## src/rtl/cvs_pkg.sv

```systemverilog
// Shared types and constants for the five-channel edge monitor.
package cvs_pkg;

  localparam int unsigned NUM_CH = 5;
  localparam int unsigned CH_W   = 3;

  typedef logic [CH_W-1:0] ch_idx_t;

  typedef enum logic [1:0] {
    ST_IDLE   = 2'd0,
    ST_COUNT  = 2'd1,
    ST_REPORT = 2'd2
  } state_t;

  localparam ch_idx_t LAST_CH = ch_idx_t'(NUM_CH - 1);

endpackage

```

## src/rtl/cvs_edge_sync.sv

```systemverilog
// Two-flop synchronizer followed by a rising-edge detector for one async input.
module cvs_edge_sync (
  input  logic i_clk,
  input  logic i_rst,
  input  logic i_async,
  output logic o_edge_c
);

  logic r_meta;
  logic r_sync;
  logic r_prev;

  always_ff @(posedge i_clk or posedge i_rst) begin
    if (i_rst) begin
      r_meta <= 1'b0;
      r_sync <= 1'b0;
      r_prev <= 1'b0;
    end else begin
      r_meta <= i_async;
      r_sync <= r_meta;
      r_prev <= r_sync;
    end
  end

  assign o_edge_c = r_sync & ~r_prev;

endmodule

```

## src/rtl/cvs_edge_monitor.sv

```systemverilog
// Counts rising edges on five async channels over a fixed gate, then reports
// one ready/valid beat per channel followed by a done pulse.
module cvs_edge_monitor
  import cvs_pkg::*;
#(
  parameter int unsigned GATE_CYCLES = 300000,
  parameter int unsigned COUNT_W     = 20
) (
  input  logic               clock,
  input  logic               reset,
  input  logic [NUM_CH-1:0]  channel_in,
  input  logic               start,
  output logic               busy,
  output logic               result_valid,
  input  logic               result_ready,
  output ch_idx_t            result_channel,
  output logic [COUNT_W-1:0] result_count,
  output logic               result_overflow,
  output logic               done
);

  localparam int unsigned GATE_W = (GATE_CYCLES > 1) ? $clog2(GATE_CYCLES) : 1;

  state_t             r_state;
  logic [GATE_W-1:0]  r_gate;
  logic [COUNT_W-1:0] r_cnt [NUM_CH];
  logic [NUM_CH-1:0]  r_ovf;

  logic [NUM_CH-1:0]  w_edge;
  logic [COUNT_W-1:0] w_cnt_nxt [NUM_CH];
  logic [NUM_CH-1:0]  w_ovf_nxt;
  ch_idx_t            w_next_ch;

  for (genvar g = 0; g < NUM_CH; g++) begin : g_sync
    cvs_edge_sync u_sync (
      .i_clk    (clock),
      .i_rst    (reset),
      .i_async  (channel_in[g]),
      .o_edge_c (w_edge[g])
    );
  end

  // Saturating increment; the sticky flag records any edge lost at full scale.
  always_comb begin
    w_ovf_nxt = r_ovf;
    for (int unsigned ch = 0; ch < NUM_CH; ch++) begin
      w_cnt_nxt[ch] = r_cnt[ch];
      if (w_edge[ch]) begin
        if (r_cnt[ch] == '1) begin
          w_ovf_nxt[ch] = 1'b1;
        end else begin
          w_cnt_nxt[ch] = r_cnt[ch] + COUNT_W'(1);
        end
      end
    end
  end

  assign w_next_ch = result_channel + ch_idx_t'(1);

  always_ff @(posedge clock or posedge reset) begin
    if (reset) begin
      r_state         <= ST_IDLE;
      r_gate          <= '0;
      r_ovf           <= '0;
      busy            <= 1'b0;
      result_valid    <= 1'b0;
      result_channel  <= '0;
      result_count    <= '0;
      result_overflow <= 1'b0;
      done            <= 1'b0;
      for (int unsigned ch = 0; ch < NUM_CH; ch++) r_cnt[ch] <= '0;
    end else begin
      done <= 1'b0;
      case (r_state)
        ST_IDLE: begin
          if (start) begin
            for (int unsigned ch = 0; ch < NUM_CH; ch++) r_cnt[ch] <= '0;
            r_ovf   <= '0;
            r_gate  <= GATE_W'(GATE_CYCLES - 1);
            busy    <= 1'b1;
            r_state <= ST_COUNT;
          end
        end
        ST_COUNT: begin
          for (int unsigned ch = 0; ch < NUM_CH; ch++) r_cnt[ch] <= w_cnt_nxt[ch];
          r_ovf <= w_ovf_nxt;
          // Last gate cycle still counts, so the first beat uses next-state values.
          if (r_gate == '0) begin
            r_state         <= ST_REPORT;
            result_valid    <= 1'b1;
            result_channel  <= '0;
            result_count    <= w_cnt_nxt[0];
            result_overflow <= w_ovf_nxt[0];
          end else begin
            r_gate <= r_gate - GATE_W'(1);
          end
        end
        ST_REPORT: begin
          if (result_ready) begin
            if (result_channel == LAST_CH) begin
              r_state         <= ST_IDLE;
              result_valid    <= 1'b0;
              busy            <= 1'b0;
              done            <= 1'b1;
              result_channel  <= '0;
              result_count    <= '0;
              result_overflow <= 1'b0;
            end else begin
              result_channel  <= w_next_ch;
              result_count    <= r_cnt[w_next_ch];
              result_overflow <= r_ovf[w_next_ch];
            end
          end
        end
        default: r_state <= ST_IDLE;
      endcase
    end
  end

endmodule
```

## config.mk

```make
export PLATFORM = sky130hd
export DESIGN_NAME = cvs_edge_monitor
export DESIGN_NICKNAME = d
export VERILOG_FILES = /design/src/rtl/cvs_pkg.sv /design/src/rtl/cvs_edge_sync.sv /design/src/rtl/cvs_edge_monitor.sv
export SDC_FILE = /design/constraint.sdc
export NUM_CORES = 1
export LEC_CHECK = 0
export CAP_MARGIN = 20
export CORE_UTILIZATION = 62
export CTS_CLUSTER_DIAMETER = 120
export DETAILED_ROUTE_END_ITERATION = 16
export GPL_TIMING_DRIVEN = 0
export PLACE_DENSITY = 0.81
export SYNTH_ARGS = -nofsm -noshare
export SYNTH_HDL_FRONTEND = slang
export SYNTH_SLANG_ARGS = --single-unit
```

## constraint.sdc

```tcl
create_clock -name clock -period 6.7 [get_ports clock]
set_input_delay 1.675 -clock clock [delete_from_list [all_inputs] [get_ports clock]]
set_output_delay 1.675 -clock clock [all_outputs]
set_load 0.005 [all_outputs]
```

# Word-level counts from Yosys, hierarchy flattened
# Cells that the tools add are included.
word_totals:
  input_bits: 9
  out_inout_bits: 27
  register_bits: 168
  word_cells: 155
op_classes:
  n_lt_le_gt_ge: 2
  n_eq_ne: 25
  addsub: 7
  mux: 58
  bitwise_logic: 11
  reduce_logical: 19
ops:
  columns: ["cell", "count"]
  rows:
  - ["$mux 20", 15]
  - ["$pmux 100 s2", 1]
  - ["$add 20x1->20 const B", 5]
  - ["$eq 20x20->1 const B", 5]
  - ["$mux 100", 1]
  - ["$bmux 20 s3", 1]
  - ["$reduce_and 4->1", 11]
  - ["$pmux 20 s2", 1]
  - ["$mux 19", 2]
  - ["$pmux 19 s2", 1]
  - ["$ne 2x2->1 const B", 13]
  - ["$mux 1", 21]
  - ["$logic_not 19->1", 1]
  - ["$sub 19x1->19 const B", 1]
  - ["$pmux 5 s2", 1]
  - ["$mux 3", 3]
  - ["$mux 2", 4]
  - ["$ne 2x1->1 const B", 4]
  - ["$pmux 1 s2", 3]
  - ["$pmux 2 s3", 1]
  - ["$pmux 3 s2", 1]
  - ["$reduce_and 3->1", 2]
  - ["$reduce_bool 2->1", 3]
  - ["$and 1x1->1", 5]
  - ["other kinds (12)", 16]

# Logic depth before layout (Yosys ltp)
depth:
  ltp_word: 8
  mapped_depth: 12

# Modules after synthesis
# From an unflattened synthesis, not the netlist that was laid out.
unflattened:
  cells_unflattened: 1035
  hier_area_um2: 9684.3
by_module_without_submodules:
  columns: ["module", "instances", "seq_area_each_um2", "cells_per_inst", "area_each_um2"]
  rows:
  - ["cvs_edge_monitor", 1, 3828.7, 1010, 9221.3]
  - ["cvs_edge_sync", 5, 75.1, 5, 92.6]

# Worst setup path before layout
# OpenSTA, ideal clock, no wires.
synth_path:
  path_kind: "input to register"
  start: "input start"
  end: "register r_cnt[14] in the netlist's numbering"
  setup_slack_ps: 3428
  path_stages: 6
  t_required_ps: 6622
  t_arrival_ps: 3194
  n_path_buf: 1
  path_cell_list: "nand2b_1 > clkbuf_1 > a2111oi_2 > nand3_1 > or3_1 > a21oi_1"
synth_via:
  elab_chain_cells: 2
synth_lines:
  columns: ["item", "line_no", "text"]
  rows:
  - ["start: declaration", "cvs_edge_monitor.sv:12", "input logic start,"]
  - ["$ne 2x2->1 (no source line)", null, null]
  - ["$reduce_and 4->1 (no source line)", null, null]
  - ["end: declaration", "cvs_edge_monitor.sv:26", "logic [COUNT_W-1:0] r_cnt [NUM_CH];"]
# No other way between the ends.
# A chain may end at the register's enable or synchronous reset.

# Worst setup path in the final report
layout_path:
  start: "input start"
  end: "register r_gate[16]"
layout_via:
  elab_chain_cells: 2
layout_lines:
  columns: ["item", "line_no", "text"]
  rows:
  - ["$ne 2x2->1 (no source line)", null, null]
  - ["$reduce_and 3->1 (no source line)", null, null]
  - ["end signal: assignment", "cvs_edge_monitor.sv:79", "r_gate <= GATE_W'(GATE_CYCLES - 1);"]
  - ["end signal: assignment", "cvs_edge_monitor.sv:95", "r_gate <= r_gate - GATE_W'(1);"]
  - ["end: declaration", "cvs_edge_monitor.sv:25", "logic [GATE_W-1:0] r_gate;"]
# No other way between the ends.

==> metrics.md <==
| Metric | Value |
|---|---|
| Status | finished clean |
| Crit path cell chain | clkdlybuf4s50_1, nand2b_1, clkbuf_1, nor2_1, clkbuf_1, buf_1, nor2_1 |
| Flop pwr share | 0.436 |
| Crit path setup slack, layout | 2.149 ns |
| Reg clk slew, reported paths | 0.06 ns |
| Cts hold-fix bufs | 0 |
| Crit share post-route | 0.6792 |
| Final Wtd Congestion | 0.9773 |
| Post-route cell area | 0.01079 mm2 |
| Grt total ovfl | 0 |
| H-tree depth | 4 |
| Wire per inst | 22.78 um |
| Initial antenna violation count | 1 |
| Leakage power | 4.233 nW |
| # diodes | 0 |
| Worst path required time | 6.98 ns |
| Area Growth Syn to Fin | 12.33% |
| Pre-antenna DRT Iters | 8 |
| Dpl hpwl | 21.14 mm |
| Post_cts resized | 0 |
| Max_slew headroom | 0.2522 |
| Worst hold-check path type | flip-flop to flip-flop |
| Die width | 126.5 um |
| Number of synthesized flops with an enable pin | 0 |
| Synth Flop Type | dfrtp_1 |
| Final hold violation count | 0 |
| Synth top area share | 0.4375 |
| Via Count | 9094 |
| Largest net degree at the start of global routing | 133 |
| CTS Buffer Depth | 2 |
| Post-synth top area cell | dfrtp_1 |
| Buf/Inv on CP | 4 |
| DRT Wirelength | 29.70 mm |
| Post-Syn Nets | 1066 |
| Initial Utilization | 0.6344 |
| Synth area leaders | dfrtp_1 44%, nor2_1 4.1%, xor2_1 3.6% |
| Critical path endpoint category | flip-flop |
| Vias per cell | 6.974 |
| Non-filler instance count after layout | 1304 |
| Port Buffers | 35 |
| Final setup vio count | 0 |
| Worst slew pin tran | 1.118 ns |
| Slowest CP cell | nor2_1 |
| Site Rows | 45 |
| Yosys warnings | 0 |
| CTS sink cnt | 168 |
| Avg Inst Size Synth | 9.160 um2 |
| Worst-Skew Late Latency | 0.43 ns |
| Synth async-reset ratio | 1.000 |
| Top cells by count, synth | 168 x dfrtp_1, 105 x nor2_1, 91 x nand2_1, 62 x o21ai_0, 61 x nand3_1 |
| Logic gate share of total power | 0.261 |
| Total track usage | 0.3889 |
| Mapped Area | 0.009609 mm2 |
| Power Total | 0.003168 W |
| Core ar. | 0.01515 mm2 |
| Switching pwr | 0.001046 W |
| Die Area | 0.01600 mm2 |
| Initial DRC count | 1034 |
| Internal Power | 0.002122 W |
| Nets | 1121 |
| Via count of the first global-routing pass | 8380 |
| CP arrival | 4.83 ns |
| Worst Skew | 0.01036 ns |
| Layout cells sized above 1 | 0.06183 |
| Clock Root Buffer | clkbuf_16 |
| FF+latch count, synth | 168 |
| Most frequent cell after synthesis | dfrtp_1 |
| Finished Core Util | 0.7127 |
| Routed Antenna Nets | 0 |
| Crit path time final | 4.551 ns |
| Largest fanout on the critical path | 10 |
| Sw Ratio | 0.3303 |
| Unrepaired setup endpoints after global routing | false |
| Setup Fix Bufs, Post-CTS | 0 |
| DP Worst Slack | 1.879 ns |
| Power share of the clock group | 0.303 |
| TritonCTS Buffers | 17 |
| Die span in y | 126.5 um |
| Kind of critical path | input pin to flip-flop |
| Remaining DRCs | 0 |
| Max stage delay on crit path | 0.93 ns |
| Startpoint types | input pin |
| First-pass GRT wire length | 46.78 mm |
| CTS tree | done |
| Mapped Cells | 1049 |
| Placed cell count | 1273 |
| Placed cell area | 0.01023 mm2 |
| Ports | 36 |
| Cell family with the largest share of critical-path delay | buffers and inverters |
| Power per Cell Area | 293.5 mW/mm2 |
| Maximum clock frequency | 219.7 MHz |
| Max-slew violations | 0 |
| Register area share after synthesis | 0.4375 |
| MaxCap Viol Count | 0 |
| Max VDD drop | 0.2181 mV |
| Count of cell types in the netlist | 64 |
-- logic make-up after synthesis --
logic type | Yosys count | share of synthesized area
adders and majority gates | 8 | 0.01042
muxes | 46 | 0.06484
xor gates and xnor gates | 58 | 0.05286
buffers and inverters | 87 | 0.03802
and+or+nand+nor | 439 | 0.2337
DFF | 168 | 0.4375
AOI/OAI and AO/OA | 243 | 0.1626
-- worst paths after layout --
path,start,end,slack (ns),cells past startpoint
max,start,r_gate[16],2.15,7
min,g_sync[4].u_sync.r_meta,g_sync[4].u_sync.r_sync,0.36,0
max reg2reg,result_channel[0],result_count[3],2.22,11
min reg2reg,g_sync[4].u_sync.r_meta,g_sync[4].u_sync.r_sync,0.36,0
max in group asynchronous,reset,r_cnt[63],4.14,3
min in group asynchronous,reset,r_gate[9],1.61,2
-- power groups by stage --
stage / Combinational, W / Clock, W / Sequential (W)
2_1_floorplan: 0.000528 / 0 / 0.00132
3_5_place_dp: 0.000809 / 0 / 0.00138
5_1_grt: 0.000908 / 0.000999 / 0.00139
3_3_place_gp: 0.000784 / 0 / 0.00138
4_1_cts: 0.000817 / 0.000962 / 0.00137
6_report: 0.000827 / 0.000960 / 0.00138
-- worst reg2reg max path: stages (launching register included) --
cell and delay, ns:
dfrtp_1 0.42, buf_2 0.31, buf_2 0.36, buf_1 0.59, inv_1 0.31, ha_1 0.49, clkbuf_1 0.51, clkbuf_1 0.46
clkbuf_1 0.36, o21ai_0 0.17, a31oi_1 0.25, a31oi_1 0.12
-- stage by stage --
step                TNS, ns  hold WS [ns]
floorplan                 0        0.3312
global placement    -280.92        0.3315
detailed placement        0        0.3449
CTS                       0        0.3592
global route              0        0.3608
finish                    0        0.3556
-- sequential cells by signal, summed over array words and instances (netlist names), 2 cells and up --
name and count:
result_count 20, g_sync.u_sync.r_sync 5, g_sync.u_sync.r_prev 5, r_cnt 100, r_ovf 5, r_state 2, g_sync.u_sync.r_meta 5, r_gate 19
result_channel 3
-- cell usage in the layout (no fill, tap or decap), drive strengths merged, types with 13 or more instances in the layout --
master | synthesis | layout
a21oi | 59 | 59
dfrtp | 168 | 168
buf | 15 | 16
or3 | 23 | 23
xnor2 | 18 | 18
clkbuf | 53 | 75
a31oi | 24 | 24
nand2 | 91 | 91
o211ai | 29 | 29
nand4 | 35 | 35
or4 | 14 | 14
clkdlybuf4s50 | 0 | 35
nand3 | 61 | 61
nor2 | 105 | 105
mux2i | 33 | 33
nor3 | 22 | 22
and4 | 13 | 13
nor4 | 18 | 18
xor2 | 40 | 40
inv | 19 | 19
o21ai | 71 | 71
mux4 | 13 | 13
and3 | 18 | 18
-- layout make-up --
type                    count  area, um2
multi-input cells         794       5040
fillers                  1172       4352
flip-flops and latches    168       4204
clock buffers              22      464.2
repair buffers             36      377.9
plain buffers              68      294.0
well taps                 188      235.2
clock inverters             9      100.1
inverters                  19      78.83
-- routing by layer --
layer	up-vias	track usage	routed length (um)	part of all wire
met5	-	0	0	0
met4	0	0.2240	1592	0.054
met3	125	0.07465	2784	0.094
met2	561	0.6019	13570	0.46
met1	4404	0.5154	11760	0.40
li1	4004	-	-	-
No activity file was read; power rests on OpenSTA's default activity.
